$ cat config.mk
export PLATFORM = sky130hd
export DESIGN_NAME = prog_clk_divider
export DESIGN_NICKNAME = d
export VERILOG_FILES = /design/src/rtl/prog_clk_divider.sv
export SDC_FILE = /design/constraint.sdc
export NUM_CORES = 1
export LEC_CHECK = 0
export BUFFER_PORTS_ARGS = -buffer_cell sky130_fd_sc_hd__buf_2
export CAP_MARGIN = 10
export CORE_ASPECT_RATIO = 0.7
export CORE_UTILIZATION = 40
export DETAILED_ROUTE_END_ITERATION = 10
export SETUP_SLACK_MARGIN = 0.02
export SLEW_MARGIN = 20
export SYNTH_ARGS = -nofsm -noshare
export SYNTH_HDL_FRONTEND = slang
export SYNTH_SLANG_ARGS = --single-unit
$ cat constraint.sdc
create_clock -name clk -period 5.8 [get_ports clk]
set_input_delay 1.16 -clock clk [delete_from_list [all_inputs] [get_ports clk]]
set_output_delay 1.16 -clock clk [all_outputs]
set_load 0.02 [all_outputs]
$ cat src/rtl/prog_clk_divider.sv
// prog_clk_divider: programmable integer clock divider with a registered divided
// clock, a source-domain tick per divided period, and run-time ratio reload that
// only takes effect on a period boundary so no runt pulse is ever emitted.
// Optional macro ODD_DUTY50_EN adds a negedge phase register giving 50% duty on odd ratios.
module prog_clk_divider #(
  parameter int WIDTH         = 8,
  parameter int DEFAULT_RATIO = 4
) (
  input  logic             clk,
  input  logic             reset,
  input  logic [WIDTH-1:0] ratio_in,
  input  logic             ratio_load,
  output logic             ratio_busy,
  output logic             ratio_ack,
  output logic             ratio_err,
  output logic [WIDTH-1:0] cur_ratio,
  output logic             clk_out,
  output logic             tick
);

  typedef enum logic {IDLE, RUN} state_e;

  localparam logic [WIDTH-1:0] DEF_R  = WIDTH'(DEFAULT_RATIO);
  localparam logic [WIDTH-1:0] ONE    = WIDTH'(1);
  localparam logic [WIDTH-1:0] TWO    = WIDTH'(2);
  localparam logic [WIDTH:0]   ONE_X  = (WIDTH+1)'(1);

  state_e           state_q, state_d;
  logic [WIDTH-1:0] cnt_q, cnt_d;
  logic [WIDTH-1:0] cur_q, cur_d;
  logic [WIDTH-1:0] pend_q, pend_d;
  logic             pend_vld_q, pend_vld_d;
  logic             clk_q, clk_d;
  logic             tick_q, tick_d;
  logic             ack_q, ack_d;
  logic             err_q, err_d;
  logic             wrap;
  logic [WIDTH:0]   high_cnt;

  // Next-state: FSM, period counter, pending-ratio bookkeeping and output pre-decode.
  always_comb begin
    state_d    = state_q;
    cnt_d      = cnt_q;
    cur_d      = cur_q;
    pend_d     = pend_q;
    pend_vld_d = pend_vld_q;
    ack_d      = 1'b0;
    err_d      = 1'b0;
    wrap       = 1'b0;
    case (state_q)
      IDLE: begin
        state_d = RUN;
        cnt_d   = '0;
      end
      RUN: begin
        wrap  = (cnt_q == (cur_q - ONE));
        cnt_d = wrap ? '0 : (cnt_q + ONE);
      end
      default: state_d = IDLE;
    endcase
    // A pending ratio is only swapped in at the wrap so the new period starts clean.
    if (wrap && pend_vld_q) begin
      cur_d      = pend_q;
      pend_vld_d = 1'b0;
      ack_d      = 1'b1;
    end
    // A load on the wrap edge lands after the swap above, so it waits for the next wrap.
    if (ratio_load && (ratio_in >= TWO)) begin
      pend_d     = ratio_in;
      pend_vld_d = 1'b1;
    end
    err_d    = ratio_load && (ratio_in < TWO);
    tick_d   = (cnt_d == '0);
    // High phase is ceil(N/2) counts; widened by one bit so N = 2**WIDTH-1 cannot overflow.
    high_cnt = ({1'b0, cur_d} + ONE_X) >> 1;
    clk_d    = ({1'b0, cnt_d} < high_cnt);
  end

  // State register; every output is a flop so clk_out and tick are glitch-free.
  always_ff @(posedge clk or posedge reset) begin
    if (reset) begin
      state_q    <= IDLE;
      cnt_q      <= '0;
      cur_q      <= DEF_R;
      pend_q     <= '0;
      pend_vld_q <= 1'b0;
      clk_q      <= 1'b0;
      tick_q     <= 1'b0;
      ack_q      <= 1'b0;
      err_q      <= 1'b0;
    end else begin
      state_q    <= state_d;
      cnt_q      <= cnt_d;
      cur_q      <= cur_d;
      pend_q     <= pend_d;
      pend_vld_q <= pend_vld_d;
      clk_q      <= clk_d;
      tick_q     <= tick_d;
      ack_q      <= ack_d;
      err_q      <= err_d;
    end
  end

  assign ratio_busy = pend_vld_q;
  assign ratio_ack  = ack_q;
  assign ratio_err  = err_q;
  assign cur_ratio  = cur_q;
  assign tick       = tick_q;

`ifdef ODD_DUTY50_EN
  logic           p_q, p_d, n_q;
  logic [WIDTH:0] p_lim;

  // Posedge phase is high for (N-1)/2 counts; the half-cycle-late copy stretches it by 0.5.
  always_comb begin
    p_lim = ({1'b0, cur_d} - ONE_X) >> 1;
    p_d   = ({1'b0, cnt_d} < p_lim);
  end

  // Posedge phase register.
  always_ff @(posedge clk or posedge reset) begin
    if (reset) p_q <= 1'b0;
    else       p_q <= p_d;
  end

  // Negedge copy of the phase register.
  always_ff @(negedge clk or posedge reset) begin
    if (reset) n_q <= 1'b0;
    else       n_q <= p_q;
  end

  assign clk_out = cur_q[0] ? (p_q | n_q) : clk_q;
`else
  assign clk_out = clk_q;
`endif

endmodule

==> reports/results.txt <==
The run finished with clean final reports. The detailed router finished its first iteration with 80 violations. Overall power consumption: 446 µW. Along the worst path, the maximum fanout reaches 15. The number of fill cells in the layout is 466. Once layout is done, the placed cells without fillers occupy 2200 µm². After detailed routing, the average wire length per cell comes to 14.5 µm. The total routing resource utilization after global routing is 17.9%, and the layout overhead on the synthesized area is 10.6%. For this design the static power due to leakage is 0.00108 µW. Based on the critical path, the design can be clocked at up to 223 MHz.

The commonest cells after synthesis are sky130_fd_sc_hd__dfrtp_1 (29), sky130_fd_sc_hd__nand2_1 (28), sky130_fd_sc_hd__xnor2_1 (17). The logs give 21 for the number of placement rows and 0 for the residual DRC count. Of all cell types, the one taking the most synthesized area is sky130_fd_sc_hd__dfrtp_1.

Final hold analysis gives a worst-case slack of 585 ps. The number of levels the H-tree was split into is 2. The tools report the count of final max-slew check failures as 0.

In this run the post-CTS setup repair buffer count came out at 0. The via count of the first global-routing pass came out at 1261. The routed wire length came out at 4.32 mm. Counting every net in the synthesized netlist gives 231. The tools report the setup slack of the worst register-to-register path as 1310 ps. In this run, placement finished with an instance count of 290. Counting I/O delays and the setup requirement, the final critical path takes 4490 ps. The clock transition time at the flip-flop clock pins of the worst setup and hold paths works out to 60 ps.

The maximum number of pins on one net before global-route repair is 31. Die span in y: 61.0 µm. In this run the count of I/O pins placed on the die edge is 24. The transition time at the pin with the least slew margin came out at 755 ps.

The number of flip-flops and latches in the synthesized netlist was 30; the insertion delay to the later sink of the worst-skew pair was 280 ps. In the final layout, the share of cells above drive strength 1 is 19.7%. The number of different library cells used by synthesis comes to 43.

No sink is reached through more buffers than the 2 on the longest clock path. The share of the Yosys chip area taken by registers is 37.8%. Sequential cell area: 752 µm². Setup repair after global routing left no endpoint under its margin. For this design, the CTS-stage hold fixing added 0 buffers. Walking the worst path, the cells encountered are inv_1, ha_1, xor2_1, o211ai_1, a211oi_1, o211ai_1, or2_1, mux2_4, ha_1, nand3_1, xnor2_1, mux2i_1, ha_1, a21o_1, a21o_1, a221oi_1, o31a_1.

The die covers 5260 µm². STA classifies the critical path startpoint as a register. The most common cell type on the critical path is sky130_fd_sc_hd__ha_1.

Yosys attributes the largest share of cell area to sky130_fd_sc_hd__dfrtp_1 (36%), sky130_fd_sc_hd__xnor2_1 (7.5%), sky130_fd_sc_hd__ha_1 (6.3%), sky130_fd_sc_hd__nand2_1 (5.3%), sky130_fd_sc_hd__xor2_1 (4.0%). The initial utilization of the core area, before any placement, comes to 41.6%. Dividing total power by cell area gives a power density of 203 nW/µm². The total area inside the core boundary comes to 4780 µm².

From left edge to right edge, the die measures 86.3 µm. The share of the synthesized area in the top cell type works out to 36.5%. Across the routed clock network, the largest skew measured is 4.53 ps.

Across all layers, the routed design uses 1499 vias. The number of standard cells in the layout, taps in and fillers out was 298. Gates resized during post-CTS repair numbered 0. The logs give 6.80 mm for the wire length of the first global-routing pass and 0.149 mV for the worst ir drop on vdd. The run gives 210 as the gate count of the mapped netlist. In this run the remaining antenna-violating nets after routing total 0.

The tools report the initial antenna violation count as 0. Routability-driven placement finished with a final weighted congestion of 0.881. On the critical path, the stage with the largest delay is an instance of sky130_fd_sc_hd__or2_1.

The cell sitting at the root of the clock tree is a sky130_fd_sc_hd__clkbuf_8. The final critical-path share of the clock period was 77.4%. Using the TritonRoute via totals, the vias-per-cell ratio works out to 5.03. In the final design database the tool counted 249 nets.

STA classifies the critical path endpoint as a register. The cell area that synthesis handed to floorplanning was 1990 µm². The number of setup violations in the final report was 0; the data required time at the worst endpoint was 6020 ps.

The average cell area after synthesis was 9.47 µm². Counting flops with an async set or reset pin after synthesis yields a share of 100%. The cell area reported after detailed placement is 2110 µm², and the number of enable flip-flop cells after synthesis is 0.

The number of warnings reported in the yosys synthesis log came out at 0. The repair_antennas step left the layout with diodes totalling 0. The run gives 5 as the clock buffer count from CTS.

The kind of critical path is reg2reg. Total of buffers placed on input and output ports: 23. The tightest min-delay check is of the reg2reg type. The number of sinks driven by the clock tree was 30. The run gives 0 as the final-report hold violation count. The worst pin sits at a relative slew slack of 49.7%. Among all flip-flop cells after synthesis, the most frequent one is sky130_fd_sc_hd__dfrtp_1. The total half-perimeter wirelength after legalization and detailed placement came out at 3.22 mm.

The first-pass iteration count of the detailed router was 4. sky130_fd_sc_hd__dfrtp_1 is the most common cell in the netlist. TritonCTS built the clock tree. The multi-input combinational cells in the finished layout cover a total of 1110 µm².

In this design, the stage delay of the slowest critical-path cell is 570 ps. Data on the critical path arrives at its endpoint at 4710 ps. Leftover overflow at the end of global routing: 0. The number of max-cap violations is 0.

For the sum of negative setup slack, the log shows 0 ps.
-- per-layer routing --
layer | part of all wire (%) | up-vias | GRT usage, %
li1 | - | 758 | -
met1 | 57 | 694 | 28.8
met2 | 37 | 39 | 21.4
met3 | 5.4 | 8 | 5.31
met4 | 1.3 | 0 | 6.19
met5 | 0 | - | 0
-- flip-flops by register name, indices dropped and copies added (netlist names) --
register / count
clk_out: 1
cnt_q: 8
ratio_ack: 1
ratio_err: 1
pend_q: 8
cur_ratio: 8
ratio_busy: 1
state_q: 1
tick: 1
-- worst max-delay path, delay by kind of cell, from the launching register on --
kind	cells	cell delay (ps)
compound gates	7	1360
flops	1	550
fa+ha+maj	3	940
mux	2	490
simple gates	2	710
xor+xnor	2	280
buf+inv	1	90
-- logic make-up (layout without fill, tap and decap cells) --
logic type | after synthesis | count (layout) | share of synthesized area (%)
other cells | 1 | 1 | 0.188
mux | 15 | 15 | 8.93
simple gates | 83 | 83 | 20.6
flops | 30 | 30 | 37.8
buf+inv | 22 | 41 | 6.16
xor+xnor | 26 | 26 | 11.4
fa+ha+maj | 10 | 10 | 6.29
compound gates | 23 | 23 | 8.55
-- stage by stage --
step	utilization [%]	setup slack (ps)
6_report	46.0	1310
5_1_grt	46.0	898
4_1_cts	46.0	1320
3_5_place_dp	44.1	1340
3_3_place_gp	44.1	1400
2_1_floorplan	-	1630
-- area by class of cell --
type / count / area share, %
Multi-Input combinational cell: 158 / 50.7
Sequential cell: 30 / 34.2
Clock inverter: 1 / 0.227
Clock buffer: 7 / 3.92
Timing Repair Buffer: 24 / 5.57
Inverter: 9 / 1.53
Tap cell: 69 / 3.92
-- path summary, 6_finish.rpt --
kind                            cells past startpoint    startpoint      endpoint
worst max-delay path                               17  cur_ratio[0]       clk_out
worst min-delay path                                2     pend_q[7]     pend_q[7]
worst min register to register                      2     pend_q[7]     pend_q[7]
min in group asynchronous                           3         reset       clk_out
max in group asynchronous                           3         reset  cur_ratio[2]
worst max register to register                     17  cur_ratio[0]       clk_out
-- where the power goes --
part	internal (µW)	total, µW	leakage, µW	switching (µW)
Clock	95.6	176	0.0000482	80.5
Sequential	218	230	0.000387	12.3
Combinational	18.0	39.8	0.000645	21.9
Total	332	446	0.00108	115
-- layout by cell type (no fill, tap or decap), types with 2 or more instances in the layout --
cell,n
sky130_fd_sc_hd__nor3_1,3
sky130_fd_sc_hd__a211oi_1,2
sky130_fd_sc_hd__nand4_1,6
sky130_fd_sc_hd__dfrtp_1,29
sky130_fd_sc_hd__xor2_1,9
sky130_fd_sc_hd__nand2b_1,5
sky130_fd_sc_hd__ha_1,10
sky130_fd_sc_hd__buf_2,23
sky130_fd_sc_hd__nor4_1,2
sky130_fd_sc_hd__mux2i_1,5
sky130_fd_sc_hd__inv_1,9
sky130_fd_sc_hd__nand3_1,14
sky130_fd_sc_hd__mux2_4,4
sky130_fd_sc_hd__o21ai_0,4
sky130_fd_sc_hd__xnor2_1,17
sky130_fd_sc_hd__o211ai_1,2
sky130_fd_sc_hd__and2_1,2
sky130_fd_sc_hd__a21o_1,3
sky130_fd_sc_hd__and3_1,4
sky130_fd_sc_hd__clkbuf_8,6
sky130_fd_sc_hd__a31o_2,2
sky130_fd_sc_hd__nor2_1,13
sky130_fd_sc_hd__mux2_2,6
sky130_fd_sc_hd__or2_1,2
sky130_fd_sc_hd__nand2_1,28
(Power assumes the default switching activity.)
